File: src/rtl/conv_encoder.sv
// Rate-1/2 feed-forward convolutional encoder with a valid/ready output slot.
// Each accepted information bit yields one 2-bit symbol {c0,c1}. After the
// frame's last bit, K-1 zero bits are pushed through the register so that the
// decoder sees a terminated trellis. The final tail symbol carries out_last.
module conv_encoder #(
  parameter int             K  = 3,
  parameter logic [K-1:0]   G0 = 3'b111,
  parameter logic [K-1:0]   G1 = 3'b101
) (
  input  logic       clk,
  input  logic       reset,
  input  logic       enable,
  input  logic       d,
  input  logic       in_valid,
  input  logic       in_last,
  output logic       in_ready,
  output logic [1:0] out_sym,
  output logic       out_valid,
  output logic       out_last,
  input  logic       out_ready,
  output logic       busy
);

  localparam int CW = $clog2(K);

  typedef enum logic [1:0] {IDLE, DATA, TAIL} state_t;

  // Parity of the generator-selected taps.
  function automatic logic parity(input logic [K-1:0] g, input logic [K-1:0] u);
    return ^(g & u);
  endfunction

  // Symbol for one input bit given the current shift-register contents.
  function automatic logic [1:0] encode(input logic bit_in, input logic [K-2:0] st);
    logic [K-1:0] u;
    u = {bit_in, st};
    return {parity(G0, u), parity(G1, u)};
  endfunction

  state_t        state, state_nxt;
  logic [K-2:0]  s, s_nxt;
  logic [CW-1:0] tcnt, tcnt_nxt;

  logic          slot_free;
  logic          xfer_in;
  logic          tail_go;
  logic          load_p0;
  logic          bit_p0;
  logic [1:0]    sym_p0;
  logic          last_p0;

  logic [1:0]    sym_p1;
  logic          vld_p1;
  logic          last_p1;

  // ---- stage 0: handshake decode and symbol computation ----
  assign slot_free = !vld_p1 || out_ready;
  assign in_ready  = enable && slot_free && (state != TAIL);
  assign xfer_in   = in_valid && in_ready;
  assign tail_go   = enable && slot_free && (state == TAIL);
  assign load_p0   = xfer_in || tail_go;
  assign bit_p0    = xfer_in ? d : 1'b0;
  assign sym_p0    = encode(bit_p0, s);
  assign last_p0   = tail_go && (tcnt == CW'(1));

  // Next-state logic for the frame FSM, shift register and tail counter.
  always_comb begin
    state_nxt = state;
    s_nxt     = s;
    tcnt_nxt  = tcnt;
    case (state)
      IDLE, DATA: begin
        if (xfer_in) begin
          s_nxt = {d, s[K-2:1]};
          if (in_last) begin
            state_nxt = TAIL;
            tcnt_nxt  = CW'(K - 1);
          end else begin
            state_nxt = DATA;
          end
        end
      end
      TAIL: begin
        if (tail_go) begin
          s_nxt    = {1'b0, s[K-2:1]};
          tcnt_nxt = tcnt - CW'(1);
          if (tcnt == CW'(1)) begin
            state_nxt = IDLE;
            s_nxt     = '0;
            tcnt_nxt  = '0;
          end
        end
      end
      default: begin
        state_nxt = IDLE;
        s_nxt     = '0;
        tcnt_nxt  = '0;
      end
    endcase
  end

  // State register: FSM, encoder memory and tail counter.
  always_ff @(posedge clk) begin
    if (reset) begin
      state <= IDLE;
      s     <= '0;
      tcnt  <= '0;
    end else begin
      state <= state_nxt;
      s     <= s_nxt;
      tcnt  <= tcnt_nxt;
    end
  end

  // ---- stage 1: output slot, held until the decoder takes it ----
  always_ff @(posedge clk) begin
    if (reset) begin
      sym_p1  <= 2'b00;
      vld_p1  <= 1'b0;
      last_p1 <= 1'b0;
    end else if (load_p0) begin
      sym_p1  <= sym_p0;
      vld_p1  <= 1'b1;
      last_p1 <= last_p0;
    end else if (out_ready) begin
      vld_p1  <= 1'b0;
      last_p1 <= 1'b0;
    end
  end

  assign out_sym   = sym_p1;
  assign out_valid = vld_p1;
  assign out_last  = last_p1;
  assign busy      = (state != IDLE);

endmodule

File: config.mk
export PLATFORM = sky130hd
export DESIGN_NAME = conv_encoder
export DESIGN_NICKNAME = d
export VERILOG_FILES = /design/src/rtl/conv_encoder.sv
export SDC_FILE = /design/constraint.sdc
export NUM_CORES = 1
export LEC_CHECK = 0
export CELL_PAD_IN_SITES_DETAIL_PLACEMENT = 0
export CELL_PAD_IN_SITES_GLOBAL_PLACEMENT = 1
export CORE_MARGIN = 4
export CORE_UTILIZATION = 31
export DETAILED_ROUTE_END_ITERATION = 10
export PLACE_DENSITY = 0.78
export SLEW_MARGIN = 15
export SYNTH_ARGS = -nofsm -noshare
export SYNTH_HDL_FRONTEND = slang
export SYNTH_SLANG_ARGS = --single-unit
File: constraint.sdc
create_clock -name clk -period 1.04 [get_ports clk]
set_input_delay 0.208 -clock clk [delete_from_list [all_inputs] [get_ports clk]]
set_output_delay 0.208 -clock clk [all_outputs]
set_load 0.05 [all_outputs]
# --- Yosys cells after proc, flatten, opt, wreduce, memory -nomap -nowiden ---
# Cells that the tools add are included.
# W data, S select, Z words.
classes:
  add_sub_neg: 1
  n_mul: 0
  div_mod_pow: 0
  magnitude_cmp: 0
  n_eq_ne: 8
  n_shift: 0
  muxes: 18
  n_bitwise: 0
  n_reduce_logical: 17
op_table:
  columns: ["cell", "n"]
  rows:
  - ["$mux W2", 10]
  - ["$pmux W2 S2", 3]
  - ["$ne A2 B2 Y1 const B", 4]
  - ["$reduce_and A3 Y1", 2]
  - ["$reduce_xor A3 Y1", 2]
  - ["$logic_and A1 B1 Y1", 5]
  - ["$mux W1", 5]
  - ["$eq A2 B1 Y1 const B", 2]
  - ["$reduce_bool A2 Y1", 2]
  - ["$eq A2 B2 Y1 const B", 1]
  - ["$logic_not A2 Y1", 1]
  - ["$logic_or A1 B1 Y1", 2]
  - ["$ne A2 B1 Y1 const B", 1]
  - ["$reduce_and A2 Y1", 1]
  - ["$reduce_or A2 Y1", 1]
  - ["$sub A2 B1 Y2 const B", 1]
  - ["$logic_not A1 Y1", 1]
totals:
  reg_bits: 10
  latchBits: 0
  ramBits: 0
  rom_bits: 0
  input_bits: 7
  out_inout_bits: 6
  elab_cells: 50
  n_memories: 0

# --- Depth between registers and ports, before layout ---
logic_depth:
  depth_word: 7
  depth_mapped: 5
  depth_no_buf: 5

# --- Least setup slack after synthesis ---
# Ideal clock, no wire load.
synth_path:
  kind: "register -> output"
  start: "register vld_p1 (netlist: out_valid)"
  end: "output port in_ready"
  t_arrival_ps: 1423
  t_required_ps: 832
  slack_ps: -591
  stages_incl_launch_ff: 4
  n_path_buf: 0
  path_cell_list: "dfxtp_1 -> nand2b_4 -> nand2_1 -> nor2_1"
synth_between:
  elab_chain_cells: 4
synth_lines:
  columns: ["item", "line_no", "source"]
  rows:
  - ["from (decl)", "53", "logic vld_p1;"]
  - ["from (signal assigned)", "119", "vld_p1 <= 1'b0;"]
  - ["from (signal assigned)", "123", "vld_p1 <= 1'b1;"]
  - ["from (signal assigned)", "126", "vld_p1 <= 1'b0;"]
  - ["$logic_not A1 Y1", "57", "assign slot_free = !vld_p1 || out_ready;"]
  - ["$logic_or A1 B1 Y1", "57", null]
  - ["$logic_and A1 B1 Y1 (2 in series)", "58", "assign in_ready = enable && slot_free && (state != TAIL);"]
  - ["to (decl)", "16", "output logic in_ready,"]
# No other way between the ends.

# --- Final worst setup path ---
layout_path:
  start: "register state[1]"
  end: "output port busy"
layout_between:
  elab_chain_cells: 1
layout_lines:
  columns: ["item", "line_no", "source"]
  rows:
  - ["from (decl)", "40", "state_t state, state_nxt;"]
  - ["from (signal assigned)", "109", "state <= state_nxt;"]
  - ["$reduce_bool A2 Y1", "134", "assign busy = (state != IDLE);"]
  - ["to (decl)", "21", "output logic busy"]
# No other way between the ends.

==> summary.md <==
| Metric | Value |
|---|---|
| EDFF count, synth | 0 |
| DR vias | slightly below 600 |
| Slew @ Worst Pin | between 0.3 and 0.4 ns |
| Core footprint | about 1700 sq um |
| Synth warnings | 0 |
| Max-cap violations | 0 |
| CTS hold repair buffers | 0 |
| CTS Buf Count | 3 |
| Setup repair after global routing missed its margin | true |
| Fraction of layout cells with a size suffix above 1 | between 50 and 60% |
| Share of flip-flops with an asynchronous set or reset | 0% |
| Startpoint types | register |
| Critical Path Sink | busy |
| Post-route ant nets | 0 |
| Initial DRC Count | 5 |
| Initial Util | between 30 and 40% |
| Largest net degree at the start of global routing | 8 |
| Number of H-tree levels | 1 |
| # diodes | 0 |
| Worst-path maximum fanout | 4 |
| Flop2flop setup slack | -0.20 ns |
| Vias/cell | between 4 and 5 |
| Final Cell Area | ~1100 sq um |
| WP data arrival | around 1.1 ns |
| Fillcell total | 142 |
| Per-cell routed wire length | around 13 um |
| Remaining DRCs | 0 |
| Port Buf Inserts | 12 |
| Crit path kind | register to output pin |
| Worst-Skew Late Latency | 0.27 ns |
| Critical Path Source | state[1]$_SDFFE_PP0P_ |
| Syn_nets | 69 |
| Die height | 50.6 um |
| # setup viols final | 13 |
| Clock Root Buffer | clkbuf_4 |
| FF+latch area | roughly 210 sq um |
| Failing checks | setup timing |
| Relative slew slack | about 76% |
| PwrDens | ~1000 nW/um^2 |
| Status | complete, but fails checks |
| FF+latch count, synth | 10 |
| CP endpoint kind | output pin |
| Clock-pin slew on the worst setup and hold paths | about 0.070 ns |
| Number of different library cells in the post-synthesis netlist | 31 |
| Commonest non-fill, non-tap cells in the layout | 15 x buf_4, 7 x buf_6, 6 x buf_12 |
| Clock buffer depth | 2 |
| Max VDD drop | approximately 0.45 mV |
| Final Slew Violations | 0 |
| Cell Area, Synth | approximately 560 sq um |
| Sequential fraction of the synthesis area | ~36% |
| Initial antenna violation count | 0 |
| CTS tree | yes |
| First-pass GRT wire length | approximately 2600 um |
| Total power | approximately 1.1 mW |
| Clock Sinks | 10 |
| Gpl congestion | between 0.8 and 0.9 |
| DR pass1 iterations | 4 |
| Mapped Cells | a little over 60 |
| Row cnt | 15 |
| Worst hold-check path type | primary input to register |
| Area grow syn2layout | 87.5% |
| Pleak | 0.415 nW |
| Final hold vios | 0 |
| Fin nets | around 100 |
| Placed cell count | around 110 |
| DIE AREA | 2560 sq um |
| DP Worst Slack | -0.481 ns |
| Avg Synthesized Cell Area | 9.21 sq um |
| Commonest non-fill, non-tap cell in the layout | buf_4 |
| FF-to-FF path depth | 5 |
| Final core occ | approximately three fifths |
| Hold slack | 0.359 ns |
| Vias in the first global route | 572 |
| Chip Width | 50.6 um |
| GR Overflow Total | 0 |
| Final period utilization | 127% |
| Top_reg_cell synth | dfxtp_1 |
| Reg2reg start | state[1]$_SDFFE_PP0P_ |
| Worst Skew | 0.000380 ns |
| Final Instance Count excl. Fillers | 120 |
| Post-layout minimum cycle time | 1.33 ns |
| DRT Wirelength | approximately 1500 um |
| HPWL after detailed placement | about 1100 um |
| GRT Util Overall | 13.6% |
| Setup ws final | -0.286 ns |
| Worst path required time | between 0.8 and 0.9 ns |
| Sum Neg Setup Slack | -1.80 ns |
| Post-DP Area | between 800 and 900 sq um |
| RR Endpoint | out_sym[1]$_SDFFE_PP0P_ |
| Multi-input logic area | slightly above 400 sq um |
| Peak Freq | about 0.75 GHz |
| # IOs | 13 |
## synth_stat cells (2+ instances only)
master	instances	share of area, %
inv_1	2	1.3
nand3_1	4	3.6
o211ai_2	2	4.5
nor2_1	2	1.3
nand3b_1	5	6.7
nand2_1	3	2.0
dfxtp_1	10	36
buf_2	3	2.7
xnor2_1	2	3.1
a21oi_1	7	6.2
## per-layer routing
layer  wire (um)  up-vias  track usage [%]  share of wire [%]
met2         761       20             21.7                 50
met5           0        -                0                  0
met4          43        0             10.8                2.8
met1         655      277             15.9                 43
met3          74        5             2.08                4.8
li1            -      294                -                  -
## worst min path at each step
stage	start	end	slack (ns)	cells after the start
4_1_cts	out_ready	out_last$_SDFFE_PP0P_	0.37	3
3_3_place_gp	out_sym[0]$_SDFFE_PP0P_	out_sym[0]$_SDFFE_PP0P_	0.48	2
6_report	out_ready	out_last$_SDFFE_PP0P_	0.36	3
5_1_grt	out_ready	out_last$_SDFFE_PP0P_	0.39	3
3_5_place_dp	s[1]$_SDFFE_PP0P_	s[1]$_SDFFE_PP0P_	0.49	2
2_1_floorplan	reset	state[0]$_SDFFE_PP0P_	0.27	1
## critical path, cell delays in order, from the launching register on
cell     delay [ns]
dfxtp_4        0.36
buf_6          0.11
or2_4          0.23
buf_12         0.15
## report_power, final
| group | internal (mW) | switching [mW] | leakage (nW) |
|---|---|---|---|
| combinational | 0.208 | 0.176 | 0.316 |
| sequential | 0.403 | 0.0232 | 0.0848 |
| clock | 0.149 | 0.141 | 0.0150 |
## sequential cells by signal (all words and copies together) (netlist names)
register   cells
out_last       1
state          2
s              2
out_valid      1
out_sym        2
tcnt           2
## layout make-up
type | count | area share, %
timing repair buffer | 34 | 34.9
inverter | 2 | 0.713
sequential | 10 | 20.2
clock buffer | 4 | 2.49
tap | 25 | 2.97
multi-input combinational | 45 | 38.7
## cell families (layout without fill, tap and decap cells)
kind of cell               count (synthesis)  after routing  synth area share (%)
AOI/OAI and AO/OA                         18             18                  24.7
xor gates and xnor gates                   2              2                  3.12
adders and majority gates                  1              1                  2.23
buffers and inverters                      6             40                  4.68
DFF                                       10             10                  35.6
and+or+nand+nor                           24             24                  29.6
## timing repair
item,CTS,global route
resized for setup,15,16
buffers inserted,3,3
pin swaps,5,12
setup endpoints to repair,13,15
Note: power is estimated with default switching activity, not from simulation.
==> variant 1, RTL diff (same flow settings) <==
Encoding of `state_t`: now one-hot (3 bits for 3 states).
--- a/src/rtl/conv_encoder.sv
+++ b/src/rtl/conv_encoder.sv
@@ -25,3 +25,3 @@
 
-  typedef enum logic [1:0] {IDLE, DATA, TAIL} state_t;
+  typedef enum logic [2:0] {IDLE = 3'b001, DATA = 3'b010, TAIL = 3'b100} state_t;
 
Check against the original RTL: same outputs for any inputs over 10 cycles, from zero or initial values and one cycle with reset high; not proved beyond that.
==> variant 1 against the original RTL <==
The run still ends with negative setup slack left. Clock skew rose by 0.0065 ns. Wire length is 31% higher. Combinational power is 29% higher. Clock power up 2%. Sequential cell count rose by 1. Critical endpoint is now tcnt[1]. Critical path type is now reg2reg. Worst setup slack worse by 0.17 ns. Register-to-register slack worse by 0.25 ns. Total power increased by 15%. Cell area grew 16%. Area after synthesis is 16% higher. Die area rose by 13%. Critical path depth up 2.
==> variant 1: results (changes against the original RTL) <==
• status: finished, violations left
• violated checks: negative setup slack
• setup-violating endpoint count in the final report: 14, +1
• fillcell total: 154, +8.5%
• sum of routed wire length over all layers: 2010 µm, +31%
• post-route non-filler standard cell count: 145, +21%
• total half-perimeter wirelength after legalization and detailed placement: 1430 µm, +30%
• Cell variety after synth: 32, +3.2%
• largest cells by area after synthesis: dfxtp_1 34%, buf_6 5.2%, mux2i_1 4.6%
• worst hold slack across all endpoints: 0.363 ns, +0.00389 ns
• detailed-route vias per instance: 5.05, +1.6%
• post-placement cell area: 0.00102 mm², +14%
• final worst slack: -0.451 ns, -0.165 ns
• Clock Root Buffer: clkbuf_4
• GR Util All Layers: 0.162, +0.0261
• global-route wire length before repair: 3360 µm, +32%
• share of cells above drive strength 1: 0.559, -0.0302
• Critical Path Source: state[0]
• post-route clock skew: 0.00692 ns, +0.00654 ns
• critical hold path startpoint: out_ready
• worst slew margin relative to its limit: 0.785, +0.0224
• wire length on met2: 1050 µm, +38%
• total met3 wirelength after detailed routing: 105 µm, +42%
• via count of the first global-routing pass: 779, +36%
• worst endpoint data arrival time: 1.66 ns, +0.54 ns
• minimum setup slack among reg-to-reg paths: -0.45 ns, -0.25 ns
• most numerous cell types in the synthesized netlist: 11 x dfxtp_1, 7 x nor2_1, 6 x inv_1, 4 x a21oi_1, 4 x nand2_1
• dpl cells: 134, +21%
• number of buffers inserted during clock tree synthesis: 3, unchanged
• count of mapped cells out of synthesis: 75, +23%
• Lkg Pwr: 0.525 nW, +26%
• Syn Nets: 83, +20%
• global placer's final weighted congestion: 0.821, -0.77%
[variant 1: changes by cell type in the layout (fill, tap and decap cells not counted), moves of 4 or more]
cell and change:
buf_4 +11, nand3b_1 -4, a21oi_2 -4, nor2_1 +5
[variant 1: cells by family (layout without fill, tap and decap cells)]
| group | count (synthesis) | count (layout) | synth area share |
|---|---|---|---|
| muxes | 3 | 3 | 0.0462 |
| DFF | 11 | 11 | 0.339 |
| AOI/OAI and AO/OA | 18 | 18 | 0.220 |
| buffers and inverters | 10 | 53 | 0.0944 |
| and+or+nand+nor | 30 | 30 | 0.254 |
| adders and majority gates | 1 | 1 | 0.0193 |
| xor gates and xnor gates | 2 | 2 | 0.0270 |
[variant 1: final timing paths]
check / depth (start not counted) / to
min reg2reg: 2 / out_sym[0]
min: 3 / out_last
max: 5 / tcnt[1]
max reg2reg: 5 / tcnt[1]
[variant 1: critical path: stages (launching register included)]
cell     delay, ns
dfxtp_2       0.32
or3b_4        0.42
buf_6         0.14
a21oi_4       0.16
o22ai_2       0.12
o221a_1       0.22
[variant 1: per-stage QoR]
stage | TNS (ns) | power, mW | worst slack [ns]
floorplan | -2.34 | 0.693 | -0.365
global placement | -5.82 | 0.874 | -0.531
detailed placement | -6.20 | 0.884 | -0.596
CTS | -4.35 | 1.25 | -0.444
global route | -5.08 | 1.31 | -0.488
finish | -4.42 | 1.26 | -0.451
[variant 1: per-layer routing]
layer | vias up | track usage
li1 | 357 | -
met4 | 0 | 0.0596
met3 | 6 | 0.0499
met5 | - | 0
met1 | 348 | 0.171
met2 | 21 | 0.296
[variant 1: final cells by class]
class,instances,area share
Timing Repair Buffer,43,0.345
Multi-Input combinational cell,54,0.400
Inverter,6,0.0184
Tap cell,27,0.0276
Sequential cell,11,0.188
Clock buffer,4,0.0214
[variant 1: power by group]
group | internal [mW] | switching [mW]
Clock | 0.149 | 0.147
Sequential | 0.449 | 0.0196
Combinational | 0.254 | 0.242
[variant 1: timing repair]
action	4_1_cts	5_1_grt
pin swaps	7	4
buffers inserted	6	1
setup endpoints to repair	14	16
resized for setup	24	7
==> variant 2, RTL diff (same flow settings) <==
Made on the original files. The parameter `K` goes from 3 to 6.
--- a/src/rtl/conv_encoder.sv
+++ b/src/rtl/conv_encoder.sv
@@ -5,3 +5,3 @@
 module conv_encoder #(
-  parameter int             K  = 3,
+  parameter int             K  = 6,
   parameter logic [K-1:0]   G0 = 3'b111,
Check against the original RTL: not equivalent (Yosys sat finds a counterexample within 4 cycles, from zero or initial values and one cycle with reset high).
==> variant 2 against the original RTL <==
Total power up 35%. Clock power is 38% higher. Cell area grew 41%. Via count grew 47%. Synthesized cell count increased by 39%. Area after synthesis up 34%. Worst hold slack got worse by 0.036 ns. Wire length rose by 66%. Largest power group unchanged. Worst setup slack got worse by 0.11 ns. Sequential share of layout area decreased by 0.46 points. The run still ends with negative setup slack left. Register-to-register slack got worse by 0.20 ns. Core utilization up 4.8 points. Sequential cell count increased by 4. Highest routed layer unchanged. Count of clock-buffer cells in the layout is the same.
==> variant 2: results (changes against the original RTL) <==
• status: finished, violations left
• violated checks: negative setup slack
• number of post-CTS setup repair buffers: 11, +8
• post-route clock skew: 0.00514 ns, +0.00476 ns
• via count of the first global-routing pass: 916, +60%
• Top Registers: s (5), tcnt (3)
• global placer's final weighted congestion: 0.875, +5.8%
• capture point of the worst reg-to-reg path: tcnt[1]
• number of resized instances in the post-cts repair step: 26, +11
• adder and majority gate portion of the synthesized area: 0.0332, +0.0110
• Ant. Diodes: 0, unchanged
• worst slew margin relative to its limit: 0.802, +0.0400
• kind of cell adding the most delay to the critical path: simple AND/OR/NAND/NOR gates
• total half-perimeter wirelength after legalization and detailed placement: 1470 µm, +33%
• sum of routed wire length over all layers: 2540 µm, +66%
• setup-violating endpoint count in the final report: 17, +4
• Lkg Pwr: 0.607 nW, +46%
• clock insertion delay at the later pin of the skew report: 0.29 ns, +0.02 ns
• fillcell total: 183, +29%
• Total Negative Setup Slacks: -4.31 ns, -2.51 ns
• largest net degree at the start of global routing: 10, +2
• GR Util All Layers: 0.160, +0.0241
• Syn Nets: 94, +36%
• area share of xor/xnor cells in the synthesized design: 0.0233, -0.00792
• Cell variety after synth: 34, +9.7%
• master of the slowest instance on the critical path: or4_4
• maximum level of the CTS H-tree: 1, unchanged
• count of vias placed by the detailed router: 878, +47%
• launching point of the worst reg2reg path: tcnt[0]
• dpl cells: 141, +27%
• share of synthesized area spent on multiplexers: 0.0415, +0.0415
• worst endpoint data arrival time: 1.66 ns, +0.54 ns
• clock slew at reported path FFs: 0.09 ns, +0.02 ns
• post-synthesis sequential area ratio: 0.372, +0.0157
• synthesized area per cell: 8.86 µm², -3.8%
• most numerous cell types in the synthesized netlist: 14 x dfxtp_1, 11 x a21oi_1, 6 x nand3_1, 4 x nor2_1, 4 x o2111ai_1
• delay of the slowest critical-path stage: 0.54 ns, +0.18 ns
• largest cells by area after synthesis: dfxtp_1 37%, a21oi_1 7.3%, o2111ai_1 4.7%
• detailed-route vias per instance: 5.35, +7.8%
• number of optimization iterations in the first detailed-route pass: 4, unchanged
• share of cells above drive strength 1: 0.640, +0.0502
• violation count after the first detailed-routing iteration: 17, +12
• final worst slack: -0.396 ns, -0.111 ns
• Final #Nets: 146, +40%
• count of synthesis-stage warnings from yosys: 0, unchanged
• worst hold slack across all endpoints: 0.324 ns, -0.0356 ns
• FF-to-FF path depth: 4, -1
• Max rail drop VDD: 0.000839 V, +87%
• highest fanout seen on the critical path: 3, -1
• most repeated cell in the gate-level netlist after synthesis: dfxtp_1
• Compound-Gate Fraction of Synth Area: 0.261, +0.0136
• Async SR Flop Fraction: 0, unchanged
## variant 2: kinds of logic after synthesis
| group | Yosys count |
|---|---|
| adders and majority gates | 2 |
| and+or+nand+nor | 27 |
| muxes | 3 |
| xor gates and xnor gates | 2 |
| DFF | 14 |
| AOI/OAI and AO/OA | 28 |
| buffers and inverters | 9 |
## variant 2: stage by stage
stage | setup slack (ns) | cell area (µm²) | util
finish | -0.396 | 1480 | 0.658
global route | -0.437 | 1480 | 0.658
CTS | -0.380 | 1370 | 0.608
detailed placement | -0.593 | 1160 | 0.517
global placement | -0.578 | 1160 | 0.517
floorplan | -0.299 | 810 | -
## variant 2: cell type report
| cell class | count | area, µm² | share of cell area |
|---|---|---|---|
| inverters | 3 | 11.3 | 0.00759 |
| flip-flops and latches | 14 | 293 | 0.197 |
| clock buffers | 4 | 36.3 | 0.0245 |
| well taps | 28 | 35.0 | 0.0236 |
| repair buffers | 53 | 543 | 0.366 |
| multi-input cells | 62 | 566 | 0.381 |
## variant 2: routing by layer
| metal | track usage | wire [µm] |
|---|---|---|
| met5 | 0 | 0 |
| met3 | 0.0520 | 102 |
| met4 | 0.0298 | 30 |
| met1 | 0.169 | 1040 |
| met2 | 0.307 | 1370 |
## variant 2: power by group
part | leakage, nW | switching, mW | internal, mW
Combinational | 0.469 | 0.229 | 0.282
Clock | 0.0210 | 0.187 | 0.213
Sequential | 0.117 | 0.0161 | 0.553
Total | 0.607 | 0.432 | 1.05
## variant 2: worst max path at each step
stage,start,end,slack [ns],depth (start not counted)
floorplan,tcnt[1],tcnt[1],-0.30,6
global placement,out_ready,tcnt[1],-0.58,5
detailed placement,out_ready,tcnt[1],-0.59,5
CTS,state[0],in_ready,-0.38,4
global route,tcnt[1],tcnt[1],-0.44,6
finish,tcnt[0],tcnt[1],-0.40,4
